File: src/rtl/hex_keypad_scan.sv
// 4x4 hex keypad scanner: rotates an active-low column drive, debounces a row hit,
// and shifts each accepted hex code into a 16-bit four-digit display register.
module hex_keypad_scan #(
  parameter int unsigned SCAN_DIV_BITS  = 14,
  parameter int unsigned DEBOUNCE_TICKS = 4,
  parameter int unsigned RELEASE_TICKS  = 4
) (
  input  logic        clk,
  input  logic        reset,
  input  logic [3:0]  kp_row,
  input  logic        clr,
  output logic [3:0]  kp_col,
  output logic        key_valid,
  output logic [3:0]  key_code,
  output logic [15:0] data
);

  localparam int unsigned CNT_W = 4;

  typedef enum logic [1:0] {
    ST_SCAN     = 2'd0,
    ST_DEBOUNCE = 2'd1,
    ST_HELD     = 2'd2
  } state_t;

  logic [SCAN_DIV_BITS-1:0] r_div;
  logic [3:0]               r_rs1;
  logic [3:0]               r_rs2;
  state_t                   r_state;
  state_t                   w_state_nxt;
  logic [3:0]               r_kp_col;
  logic [3:0]               w_kp_col_nxt;
  logic [1:0]               r_cand_row;
  logic [1:0]               w_cand_row_nxt;
  logic [CNT_W-1:0]         r_deb_cnt;
  logic [CNT_W-1:0]         w_deb_cnt_nxt;
  logic [CNT_W-1:0]         r_rel_cnt;
  logic [CNT_W-1:0]         w_rel_cnt_nxt;
  logic                     r_key_valid;
  logic [3:0]               r_key_code;
  logic [15:0]              r_data;

  logic                     w_tick;
  logic                     w_pressed;
  logic [1:0]               w_sel_row;
  logic [1:0]               w_col_idx;
  logic [3:0]               w_code;
  logic                     w_accept;

  // Key legend by {row, column}
  function automatic logic [3:0] key_map(input logic [1:0] row, input logic [1:0] col);
    logic [3:0] code;
    code = 4'h0;
    case ({row, col})
      4'h0: code = 4'h1;
      4'h1: code = 4'h2;
      4'h2: code = 4'h3;
      4'h3: code = 4'hA;
      4'h4: code = 4'h4;
      4'h5: code = 4'h5;
      4'h6: code = 4'h6;
      4'h7: code = 4'hB;
      4'h8: code = 4'h7;
      4'h9: code = 4'h8;
      4'hA: code = 4'h9;
      4'hB: code = 4'hC;
      4'hC: code = 4'hE;
      4'hD: code = 4'h0;
      4'hE: code = 4'hF;
      4'hF: code = 4'hD;
      default: code = 4'h0;
    endcase
    return code;
  endfunction

  assign w_tick    = &r_div;
  assign w_pressed = ~(&r_rs2);

  // Lowest-indexed low row wins when several are pressed
  always_comb begin
    w_sel_row = 2'd0;
    if (!r_rs2[0])      w_sel_row = 2'd0;
    else if (!r_rs2[1]) w_sel_row = 2'd1;
    else if (!r_rs2[2]) w_sel_row = 2'd2;
    else if (!r_rs2[3]) w_sel_row = 2'd3;
  end

  always_comb begin
    w_col_idx = 2'd0;
    case (r_kp_col)
      4'b1101: w_col_idx = 2'd1;
      4'b1011: w_col_idx = 2'd2;
      4'b0111: w_col_idx = 2'd3;
      default: w_col_idx = 2'd0;
    endcase
  end

  assign w_code = key_map(w_sel_row, w_col_idx);

  // Next-state logic; the column is only rotated from SCAN on a quiet tick
  always_comb begin
    w_state_nxt    = r_state;
    w_kp_col_nxt   = r_kp_col;
    w_cand_row_nxt = r_cand_row;
    w_deb_cnt_nxt  = r_deb_cnt;
    w_rel_cnt_nxt  = r_rel_cnt;
    w_accept       = 1'b0;
    if (w_tick) begin
      case (r_state)
        ST_SCAN: begin
          if (!w_pressed) begin
            w_kp_col_nxt = {r_kp_col[2:0], r_kp_col[3]};
          end else begin
            w_cand_row_nxt = w_sel_row;
            if (DEBOUNCE_TICKS == 1) begin
              w_accept      = 1'b1;
              w_deb_cnt_nxt = '0;
              w_state_nxt   = ST_HELD;
            end else begin
              w_deb_cnt_nxt = CNT_W'(1);
              w_state_nxt   = ST_DEBOUNCE;
            end
          end
        end
        ST_DEBOUNCE: begin
          if (w_pressed && (w_sel_row == r_cand_row)) begin
            if (r_deb_cnt == CNT_W'(DEBOUNCE_TICKS - 1)) begin
              w_accept      = 1'b1;
              w_deb_cnt_nxt = '0;
              w_state_nxt   = ST_HELD;
            end else begin
              w_deb_cnt_nxt = r_deb_cnt + CNT_W'(1);
            end
          end else begin
            w_deb_cnt_nxt = '0;
            w_state_nxt   = ST_SCAN;
          end
        end
        ST_HELD: begin
          if (r_rs2 == 4'b1111) begin
            if (r_rel_cnt == CNT_W'(RELEASE_TICKS - 1)) begin
              w_rel_cnt_nxt = '0;
              w_state_nxt   = ST_SCAN;
            end else begin
              w_rel_cnt_nxt = r_rel_cnt + CNT_W'(1);
            end
          end else begin
            w_rel_cnt_nxt = '0;
          end
        end
        default: w_state_nxt = ST_SCAN;
      endcase
    end
  end

  // FSM and scan registers
  always_ff @(posedge clk or posedge reset) begin
    if (reset) begin
      r_div      <= '0;
      r_rs1      <= 4'b1111;
      r_rs2      <= 4'b1111;
      r_state    <= ST_SCAN;
      r_kp_col   <= 4'b1110;
      r_cand_row <= 2'd0;
      r_deb_cnt  <= '0;
      r_rel_cnt  <= '0;
    end else begin
      r_div      <= r_div + SCAN_DIV_BITS'(1);
      r_rs1      <= kp_row;
      r_rs2      <= r_rs1;
      r_state    <= w_state_nxt;
      r_kp_col   <= w_kp_col_nxt;
      r_cand_row <= w_cand_row_nxt;
      r_deb_cnt  <= w_deb_cnt_nxt;
      r_rel_cnt  <= w_rel_cnt_nxt;
    end
  end

  // Accepted-key outputs; clr wins over a simultaneous shift
  always_ff @(posedge clk or posedge reset) begin
    if (reset) begin
      r_key_valid <= 1'b0;
      r_key_code  <= 4'h0;
      r_data      <= 16'h0000;
    end else begin
      r_key_valid <= w_accept;
      if (w_accept) r_key_code <= w_code;
      if (clr)           r_data <= 16'h0000;
      else if (w_accept) r_data <= {r_data[11:0], w_code};
    end
  end

  assign kp_col    = r_kp_col;
  assign key_valid = r_key_valid;
  assign key_code  = r_key_code;
  assign data      = r_data;

endmodule

File: config.mk
export PLATFORM = sky130hd
export DESIGN_NAME = hex_keypad_scan
export DESIGN_NICKNAME = d
export VERILOG_FILES = /design/src/rtl/hex_keypad_scan.sv
export SDC_FILE = /design/constraint.sdc
export NUM_CORES = 1
export LEC_CHECK = 0
export ABC_AREA = 1
export BUFFER_PORTS_ARGS = -buffer_cell sky130_fd_sc_hd__buf_2
export CORE_ASPECT_RATIO = 0.6
export CORE_MARGIN = 4
export CORE_UTILIZATION = 25
export DETAILED_ROUTE_END_ITERATION = 12
export PLACE_DENSITY = 0.39
export SLEW_MARGIN = 20
export SYNTH_ARGS = -nofsm -noshare
export SYNTH_HDL_FRONTEND = slang
export SYNTH_SLANG_ARGS = --single-unit
File: constraint.sdc
create_clock -name clk -period 2.69 [get_ports clk]
set_clock_uncertainty 0.15 [all_clocks]
set_input_delay 0.269 -clock clk [delete_from_list [all_inputs] [get_ports clk]]
set_output_delay 0.269 -clock clk [all_outputs]
set_load 0.02 [all_outputs]
==> results of run 1 <==
where the power goes:
part | switching, W | internal [W]
logic | 0.0000461 | 0.0000158
registers | 0.00000248 | 0.000900
clock network | 0.000371 | 0.000695
total | 0.000419 | 0.00161
sequential cells by signal (all words and copies together) (netlist names):
| signal | cells |
|---|---|
| data | 16 |
| r_div | 14 |
| key_code | 4 |
| kp_col | 4 |
| r_deb_cnt | 4 |
| r_rel_cnt | 4 |
| r_rs1 | 4 |
| r_rs2 | 4 |
| r_cand_row | 2 |
| r_state | 2 |
| key_valid | 1 |
critical path, delay by kind of cell, from the launching register on:
family / cells / cell delay [ps]
and+or+nand+nor: 8 / 1280
DFF: 1 / 520
AOI/OAI and AO/OA: 1 / 60
cells in the mapped netlist:
cell | count | share of area
nand2_1 | 89 | 0.12
dfrtp_1 | 48 | 0.42
nand3_1 | 42 | 0.074
inv_1 | 36 | 0.048
nor2_1 | 27 | 0.036
o21ai_0 | 12 | 0.021
dfstp_2 | 11 | 0.10
xor2_1 | 11 | 0.034
nand4_1 | 8 | 0.018
ha_1 | 7 | 0.031
o21ai_2 | 5 | 0.015
xnor2_1 | 4 | 0.012
buf_6 | 3 | 0.012
nand3_2 | 3 | 0.011
nor2_4 | 3 | 0.012
a21oi_1 | 2 | 0.0035
nand2_2 | 2 | 0.0044
nor2_2 | 2 | 0.0044
nor3_1 | 2 | 0.0035
buf_1 | 1 | 0.0013
buf_4 | 1 | 0.0026
clkinv_2 | 1 | 0.0018
nand4_4 | 1 | 0.0075
o21ai_1 | 1 | 0.0018
o21bai_1 | 1 | 0.0026
o31ai_1 | 1 | 0.0026
through the flow:
stage | instance area [µm²] | worst slack, ps
6_report | 3460 | 550
5_1_grt | 3460 | 303
4_1_cts | 3460 | 545
3_5_place_dp | 3140 | 557
3_3_place_gp | 3140 | 601
2_1_floorplan | 2840 | 833
logic make-up (layout without fill, tap and decap cells):
family | count (synthesis) | in the layout | synth area share
DFF | 59 | 59 | 0.524
adders and majority gates | 7 | 7 | 0.0308
AOI/OAI and AO/OA | 22 | 22 | 0.0471
xor gates and xnor gates | 15 | 15 | 0.0462
buffers and inverters | 42 | 89 | 0.0651
and+or+nand+nor | 179 | 179 | 0.287
routing by layer:
metal,global-route usage,wire length (µm),vias up,part of all wire
met5,0,0,-,0
li1,-,-,1125,-
met4,0.0245,25,0,0.0041
met1,0.157,3590,985,0.58
met2,0.126,2300,41,0.37
met3,0.0411,249,2,0.040
final cells by class:
type | count | area (µm²) | share of cell area
well taps | 139 | 174 | 0.0503
inverters | 37 | 140 | 0.0405
clock inverters | 2 | 10.0 | 0.00289
clock buffers | 14 | 274 | 0.0792
multi-input cells | 223 | 1170 | 0.338
repair buffers | 36 | 203 | 0.0586
flip-flops and latches | 59 | 1490 | 0.431
how the worst max path moves through the flow:
stage,end,startpoint,slack [ps],cells past startpoint
global route,data[5],r_rs2[2],300,9
detailed placement,data[5],r_rs2[2],560,9
global placement,data[4],r_rs2[2],600,9
CTS,data[5],r_rs2[2],540,9
finish,data[5],r_rs2[2],550,9
floorplan,data[0],reset,830,1
==> impl_results.md, run 1 <==
* Area grow syn2layout at 21.6%
* Initial Utilization at 0.262
* Clock sinks at between 50 and 60
* Initial antenna violation count at 0
* Min Hold Slack at approximately 18 ps
* Yosys warning count at 0
* Worst-path cell chain: nand2_1, nand2_1, nand2_1, nand2_1, nand3_2, nor2_2, nand2_2, nand2_1, o21ai_2
* H-Tree Depth at 3
* Tmin final at ~2100 ps
* 1st-pass router iterations at 4
* Yosys cell types at 26
* Yosys reg bits at between 50 and 60
* Worst Tran Pin Value at between 700 and 800 ps
* Startpoint types: register
* Max stage delay cell, worst path: dfstp_2
* Peak Freq at 467 MHz
* Synth Cell Area at ~2800 µm²
* Clock tree buffer depth at 2
* Clock latency on the worst-skew pair at between 300 and 400 ps
* Class of the worst hold path: in -> async
* Global-route wire length before repair at 10.8 mm
* R2r setup slk at ~550 ps
* CP Class: reg -> reg
* Finished Layout Cells at between 500 and 600
* Placed cells at 490
* Core area at roughly 11000 µm²
* Final Setup Violations at 0
* Via count of the routed design at 2153
* Post-CTS setup buffers at 0
* DRC viols at 0
* Post-CTS Hold Fix Bufs at 4
* Pwr/cell area at ~600 nW/µm²
* Setup_tns at 0 ps
* Worst R2R Path Depth at 9
* Total power at 0.00203 W
* Antenna Cells at 0
* CP arrival at between 2000 and 2500 ps
* Cells after synthesis at 324
* Largest stage delay, worst path at roughly 520 ps
* R2r startpoint: r_rs2[2]
* Outcome: finished clean
* FF-to-FF End: data[5]
* Layout cells sized above 1 at 0.202
* All-Layer GR Usage at 0.101
* Register area share after synthesis at 0.524
* Final HPWL DP at roughly 4.4 mm
* Clk slew on worst S/H paths at 50 ps
* Final wirelength at roughly 6.2 mm
* PortBufs at 31
* CTS tree: yes
* Layout fillers at around 1100
* Post-DR wirelength/cell at approximately 12 µm
* Hold Vio Cnt, Final at 0
* Critical Path Sink Type: register
* Synthesized Nets at 338
* Leakage power at 1.80 nW
* ANT nets after route at 0
* Worst slew margin at 0.492
* Rows at 29
* Largest net degree at the start of global routing at 60
* Max-capacitance violation count at 0
* Vias in the first global route at approximately 2100
* 1st-iter DRT viols at 109
* Final nets at between 300 and 400
* Die height at 90.6 µm
* DIE WIDTH at 146 µm
* Max-slew violation count at 0
* Io pins at 32
* Worst-path fanout max at 25
* Die ar. at between 10000 and 15000 µm²
* VDD IR max at roughly 0.28 mV
* Resized Gates After CTS at 0
* Most numerous cell on the critical path: nand2_1
* Commonest non-fill, non-tap cell in the layout: nand2_1
* Commonest non-fill, non-tap cells in the layout: nand2_1 (89), dfrtp_1 (48), nand3_1 (42)
* Vias per cell at 4.22
* Final cycle utilization of the critical path at 0.796
* Total grt overflow at 0
* Routability Congestion at approximately 0.75
* RSZ-0062 raised after global routing: false
* Total CTS buffers at 9
* Core Util, Final at 0.319
* Synth Area per Inst at 8.78 µm²
* CP required at around 2700 ps
* Root buffer cell: clkbuf_16
Power figures use the tool's default switching activity.
==> inputs of run 2 (changes only) <==
Clock period 2.69 ns to 2.1 ns, I/O delays scaled along.
==> impl_results.md, run 2 (synthesis gave the netlist of run 1 again) <==
* Outcome: finished clean
* Pwr/cell area at roughly 760 nW/µm²
* R2r startpoint: r_rs2[2]
* Clock latency on the worst-skew pair at between 300 and 400 ps
* Initial Utilization at 0.262
* RSZ-0062 raised after global routing: false
* Total grt overflow at 0
* Antenna Cells at 0
* Vias per cell at between 4 and 5
* Global-route wire length before repair at approximately 11 mm
* CTS tree: yes
* Worst-path fanout max at 25
* Vias in the first global route at around 2100
* DIE WIDTH at 146 µm
* Worst slack, placed at 182 ps
* WHS Endpoint: data[9]
* Via count of the routed design at roughly 2200
* Die height at 90.6 µm
* Layout cells sized above 1 at 0.221
* Largest net degree at the start of global routing at 35
* Routability Congestion at between 0.7 and 0.8
* Worst hold start: clr
* VDD IR max at around 0.36 mV
* Core area at around 11000 µm²
* Clk slew on worst S/H paths at 50 ps
* CP arrival at 1980 ps
* PortBufs at 31
* Class of the worst hold path: in -> reg
* Hold depth at 4
* Total CTS buffers at 9
* Clock tree buffer depth at 2
* Leakage power at ~1.9 nW
* GR met2 Demand/Resource at 0.122
* Final HPWL DP at roughly 4.6 mm
* ANT nets after route at 0
* Io pins at 32
* Layout fillers at roughly 1100
* Root buffer cell: clkbuf_16
* Final wirelength at roughly 6.3 mm
* Die ar. at roughly 13000 µm²
* Area grow syn2layout at 26.2%
* Critical Path Sink Type: register
* Peak Freq at between 500 and 600 MHz
* Worst R2R Path Depth at 10
* Seq. cell area at around 1500 µm²
* Worst setup path start: r_rs2[2]
* Commonest non-fill, non-tap cell in the layout: nand2_1
* Post-DR wirelength/cell at 12.1 µm
* Final WS setup at 173 ps
* CP Class: reg -> reg
* Startpoint types: register
* Area of the multi-input gates at around 1200 µm²
* All-Layer GR Usage at 0.103
* Worst Tran Pin Value at ~520 ps
* 1st-pass router iterations at 4
* H-Tree Depth at 3
* DRC viols at 0
* GRT Max-Usage Layer: met1
* Max FFs per register at 16
* Hold Vio Cnt, Final at 0
* Initial antenna violation count at 0
* CP required at 2160 ps
* 1st-iter DRT viols at ~120
* Max-slew violation count at 0
* Commonest non-fill, non-tap cells in the layout: nand2_1 (89), dfrtp_1 (48), nand3_1 (42)
* Worst slew margin at 0.650
* Met1 GRT Util at 0.162
* Clock sinks at between 50 and 60
* GR Util met3 at 0.0381
* Setup_tns at 0 ps
* R2r setup slk at between 150 and 200 ps
* Max-capacitance violation count at 0
* FF-to-FF End: data[14]
* Tmin final at 1930 ps
* Final Setup Violations at 0
* Rows at 29
* Final nets at 389
* Final cycle utilization of the critical path at 0.918
## run 2: worst max-delay path by stage
stage	to	slack, ps	cells past startpoint
global placement	data[1]	180	10
CTS	data[14]	170	10
global route	data[1]	3	10
detailed placement	data[14]	180	10
finish	data[14]	170	10
floorplan	data[0]	300	1
## run 2: cell type report
cell class | count | share of cell area
clock buffers | 12 | 0.0715
clock inverters | 4 | 0.0139
inverters | 37 | 0.0390
multi-input cells | 223 | 0.326
flip-flops and latches | 59 | 0.415
well taps | 139 | 0.0484
repair buffers | 45 | 0.0864
## run 2: through the flow
stage	utilization	cell area (µm²)	total power (W)	cells	hold slack (ps)
detailed placement	0.298	3230	0.00126	498	-20.7
CTS	0.331	3590	0.00278	519	87.9
global placement	0.298	3230	0.00126	498	-19.8
finish	0.331	3590	0.00274	519	94.6
global route	0.331	3590	0.00286	519	106
floorplan	-	2840	0.00122	324	64.5
## run 2: per-layer routing
layer	up-vias	routed length, µm
li1	1140	-
met4	0	95
met2	35	2200
met1	1004	3750
met3	11	249
met5	-	0
## run 2: repair_timing
action,4_1_cts,5_1_grt
endpoints found under the hold margin,52,0
buffers inserted,0,0
hold buffers,5,0
gates resized for setup,0,0
endpoints found under the setup margin,0,0
## run 2: power breakdown
part	switching, W	total, W	internal, W
sequential	0.00000322	0.00116	0.00115
combinational	0.0000606	0.0000890	0.0000283
clock	0.000511	0.00149	0.000980
## run 2: worst max-delay path: stages, from the launching register on
cell	delay, ps
dfstp_2	520
nand2_1	50
nand2_1	80
nand2_1	140
nand2_1	150
nand3_2	130
nor2_2	180
nand2_2	90
buf_12	170
nand3_1	70
nand2_1	70
==> inputs of run 3 (changes only) <==
Settings changed: ABC_AREA 1 to not set.
==> impl_results.md, run 3 <==
* Ranking of synthesized cells by area: dfrtp_1 (43%), dfstp_2 (10%), nand2_1 (5.4%), ha_1 (3.2%), a21oi_1 (2.5%)
* Seq. cell area at 1490 µm²
* Clock sinks at 59
* Largest family of logic cells by synthesized area: simple AND/OR/NAND/NOR gates
* Final HPWL DP at about 4.7 mm
* Max-slew violation count at 0
* Worst slew margin at 0.767
* Core area at about 11000 µm²
* Yosys warning count at 0
* Routability Congestion at ~0.8
* Io pins at 32
* Final WS setup at 16.4 ps
* VDD IR max at 0.364 mV
* Leading area contributor after synthesis: dfrtp_1
* Max FFs per register at 16
* PortBufs at 31
* Initial antenna violation count at 0
* Area of the multi-input gates at roughly 1300 µm²
* Total power at ~0.0026 W
* Post-synth top cells: dfrtp_1 (48), nand2_1 (40), nor2_1 (15), a21oi_1 (14), nand3_1 (12)
* Initial Utilization at 0.259
* Vias per cell at roughly 4.5
* Compound-Gate Fraction of Synth Area at 0.120
* Vias in the first global route at ~2200
* Clock latency on the worst-skew pair at ~330 ps
* Outcome: finished clean
* Final cycle utilization of the critical path at 0.992
* Cells after synthesis at 260
* Mux share of post-synthesis cell area at 0.0313
* Synthesized Nets at roughly 270
* Share of the synthesized area in the top cell type at 0.435
* Critical Path Sink Type: register
* Hold Vio Cnt, Final at 0
* Tmin final at about 2100 ps
* Antenna Cells at 0
* All-Layer GR Usage at 0.113
* Worst Tran Pin Value at 350 ps
* Worst-path cell chain: nand4_1, or4_4, or3_4, o32a_1
* EDFF count, synth at 0
* Simple-gate share of the synthesized area at 0.197
* Class of the worst hold path: in -> reg
* Synth Flop Type: dfrtp_1
* Via count of the routed design at about 2200
* 1st-pass router iterations at 4
* Startpoint types: register
* Pwr/cell area at slightly below 700 nW/µm²
* Bufs and invs on worst path at 0
* Final nets at 356
* Worst slack, placed at -116 ps
* Total grt overflow at 0
* Yosys cell types at 54
* Post-route cell area at between 3000 and 4000 µm²
* Layout cells sized above 1 at 0.383
* ANT nets after route at 0
* Largest stage delay, worst path at 550 ps
* Commonest non-fill, non-tap cell in the layout: dfrtp_1
* Register area share after synthesis at 0.540
* H-Tree Depth at 3
* Leakage power at ~1.8 nW
* Total CTS buffers at 9
* Root buffer cell: clkbuf_16
* Commonest non-fill, non-tap cells in the layout: dfrtp_1 (48), buf_4 (42), nand2_1 (39)
* Worst-path fanout max at 4
* Synth Area in XOR/XNOR at 0.0444
* Largest net degree at the start of global routing at 60
* RSZ-0062 raised after global routing: true
* Die height at about 90 µm
* DRC viols at 0
* Post-Place Cell Area at approximately 3400 µm²
* Clk slew on worst S/H paths at approximately 60 ps
* Post-DR wirelength/cell at between 10 and 15 µm
* Area grow syn2layout at 38.2%
* Post-synth ARST share at 1.00
* CTS tree: yes
* Rows at 29
* Die ar. at 12800 µm²
* 1st-iter DRT viols at roughly 130
* Final wirelength at 6.63 mm
* Final Setup Violations at 0
* Layout fillers at about 1100
* Synth Area per Inst at 10.6 µm²
* Clock tree buffer depth at 2
* Count leader, synth: dfrtp_1
* Max stage delay cell, worst path: or4_4
* Max-capacitance violation count at 0
* Worst path top cell family by delay: simple AND/OR/NAND/NOR gates
* Synth Cell Area at about 2800 µm²
* CP required at ~2200 ps
* Global-route wire length before repair at between 10 and 15 mm
* Setup_tns at 0 ps
* Peak Freq at approximately 480 MHz
* DIE WIDTH at ~140 µm
* CP arrival at 2140 ps
* Adder-cell area share of the yosys netlist at 0.0317
* CP Class: reg -> reg
* Yosys reg bits at approximately 60
==> run 3: changes by cell type after synthesis, moves of 4 or more <==
cell | before | now
a22oi_1 | 0 | 4
xnor2_1 | 4 | 8
nor3_1 | 2 | 7
a21oi_1 | 2 | 14
clkbuf_1 | 0 | 5
nor2_1 | 27 | 15
xor2_1 | 11 | 6
inv_1 | 36 | 7
nand3b_1 | 0 | 4
o21ai_2 | 5 | 0
nand3_1 | 42 | 12
nand2_1 | 89 | 40
==> run 3: kinds of logic (layout without fill, tap and decap cells) <==
family,after synthesis,after routing
compound gates,49,49
simple gates,105,105
xor+xnor,14,14
flops,59,59
fa+ha+maj,7,7
buf+inv,18,105
mux,8,8
==> run 3: worst paths after layout <==
kind | startpoint | endpoint | slack [ps] | cells past startpoint
setup reg to reg | r_div[6] | r_deb_cnt[0] | 20 | 4
hold reg to reg | r_rs1[3] | r_rs2[3] | 200 | 0
min in group asynchronous | reset | data[14] | 340 | 4
hold / removal | clr | data[9] | 120 | 2
setup / recovery | r_div[6] | r_deb_cnt[0] | 20 | 4
max in group asynchronous | reset | kp_col[3] | 1130 | 4
==> run 3: per-stage QoR <==
stage | util | std cells | hold slack (ps)
floorplan | - | 260 | 64.5
global placement | 0.315 | 460 | 150
detailed placement | 0.315 | 460 | 151
CTS | 0.347 | 481 | 98.6
global route | 0.358 | 486 | 128
finish | 0.358 | 486 | 119
==> run 3: area by class of cell <==
cell class              instances  area share
well taps                     139      0.0456
flip-flops and latches         59       0.390
clock buffers                  11      0.0636
inverters                       7     0.00689
multi-input cells             183       0.331
repair buffers                 82       0.155
clock inverters                 5     0.00754
==> run 3: power by group <==
group / internal, W / switching [W]
registers: 0.00115 / 0.00000868
clock network: 0.000823 / 0.000517
logic: 0.0000298 / 0.0000497
total: 0.00201 / 0.000576
==> run 3: layer usage <==
metal | up-vias | track usage | wire length, µm
met3 | 7 | 0.0401 | 268
met2 | 30 | 0.134 | 2420
met1 | 1031 | 0.179 | 3870
met5 | - | 0 | 0
li1 | 1096 | - | -
met4 | 0 | 0.0436 | 74
==> run 3: what timing repair did <==
action,CTS,global route
endpoints found under the hold margin,52,0
hold buffers,5,0
setup buffers,0,5
resized for setup,4,14
setup endpoints to repair,10,23
pin swaps,2,8
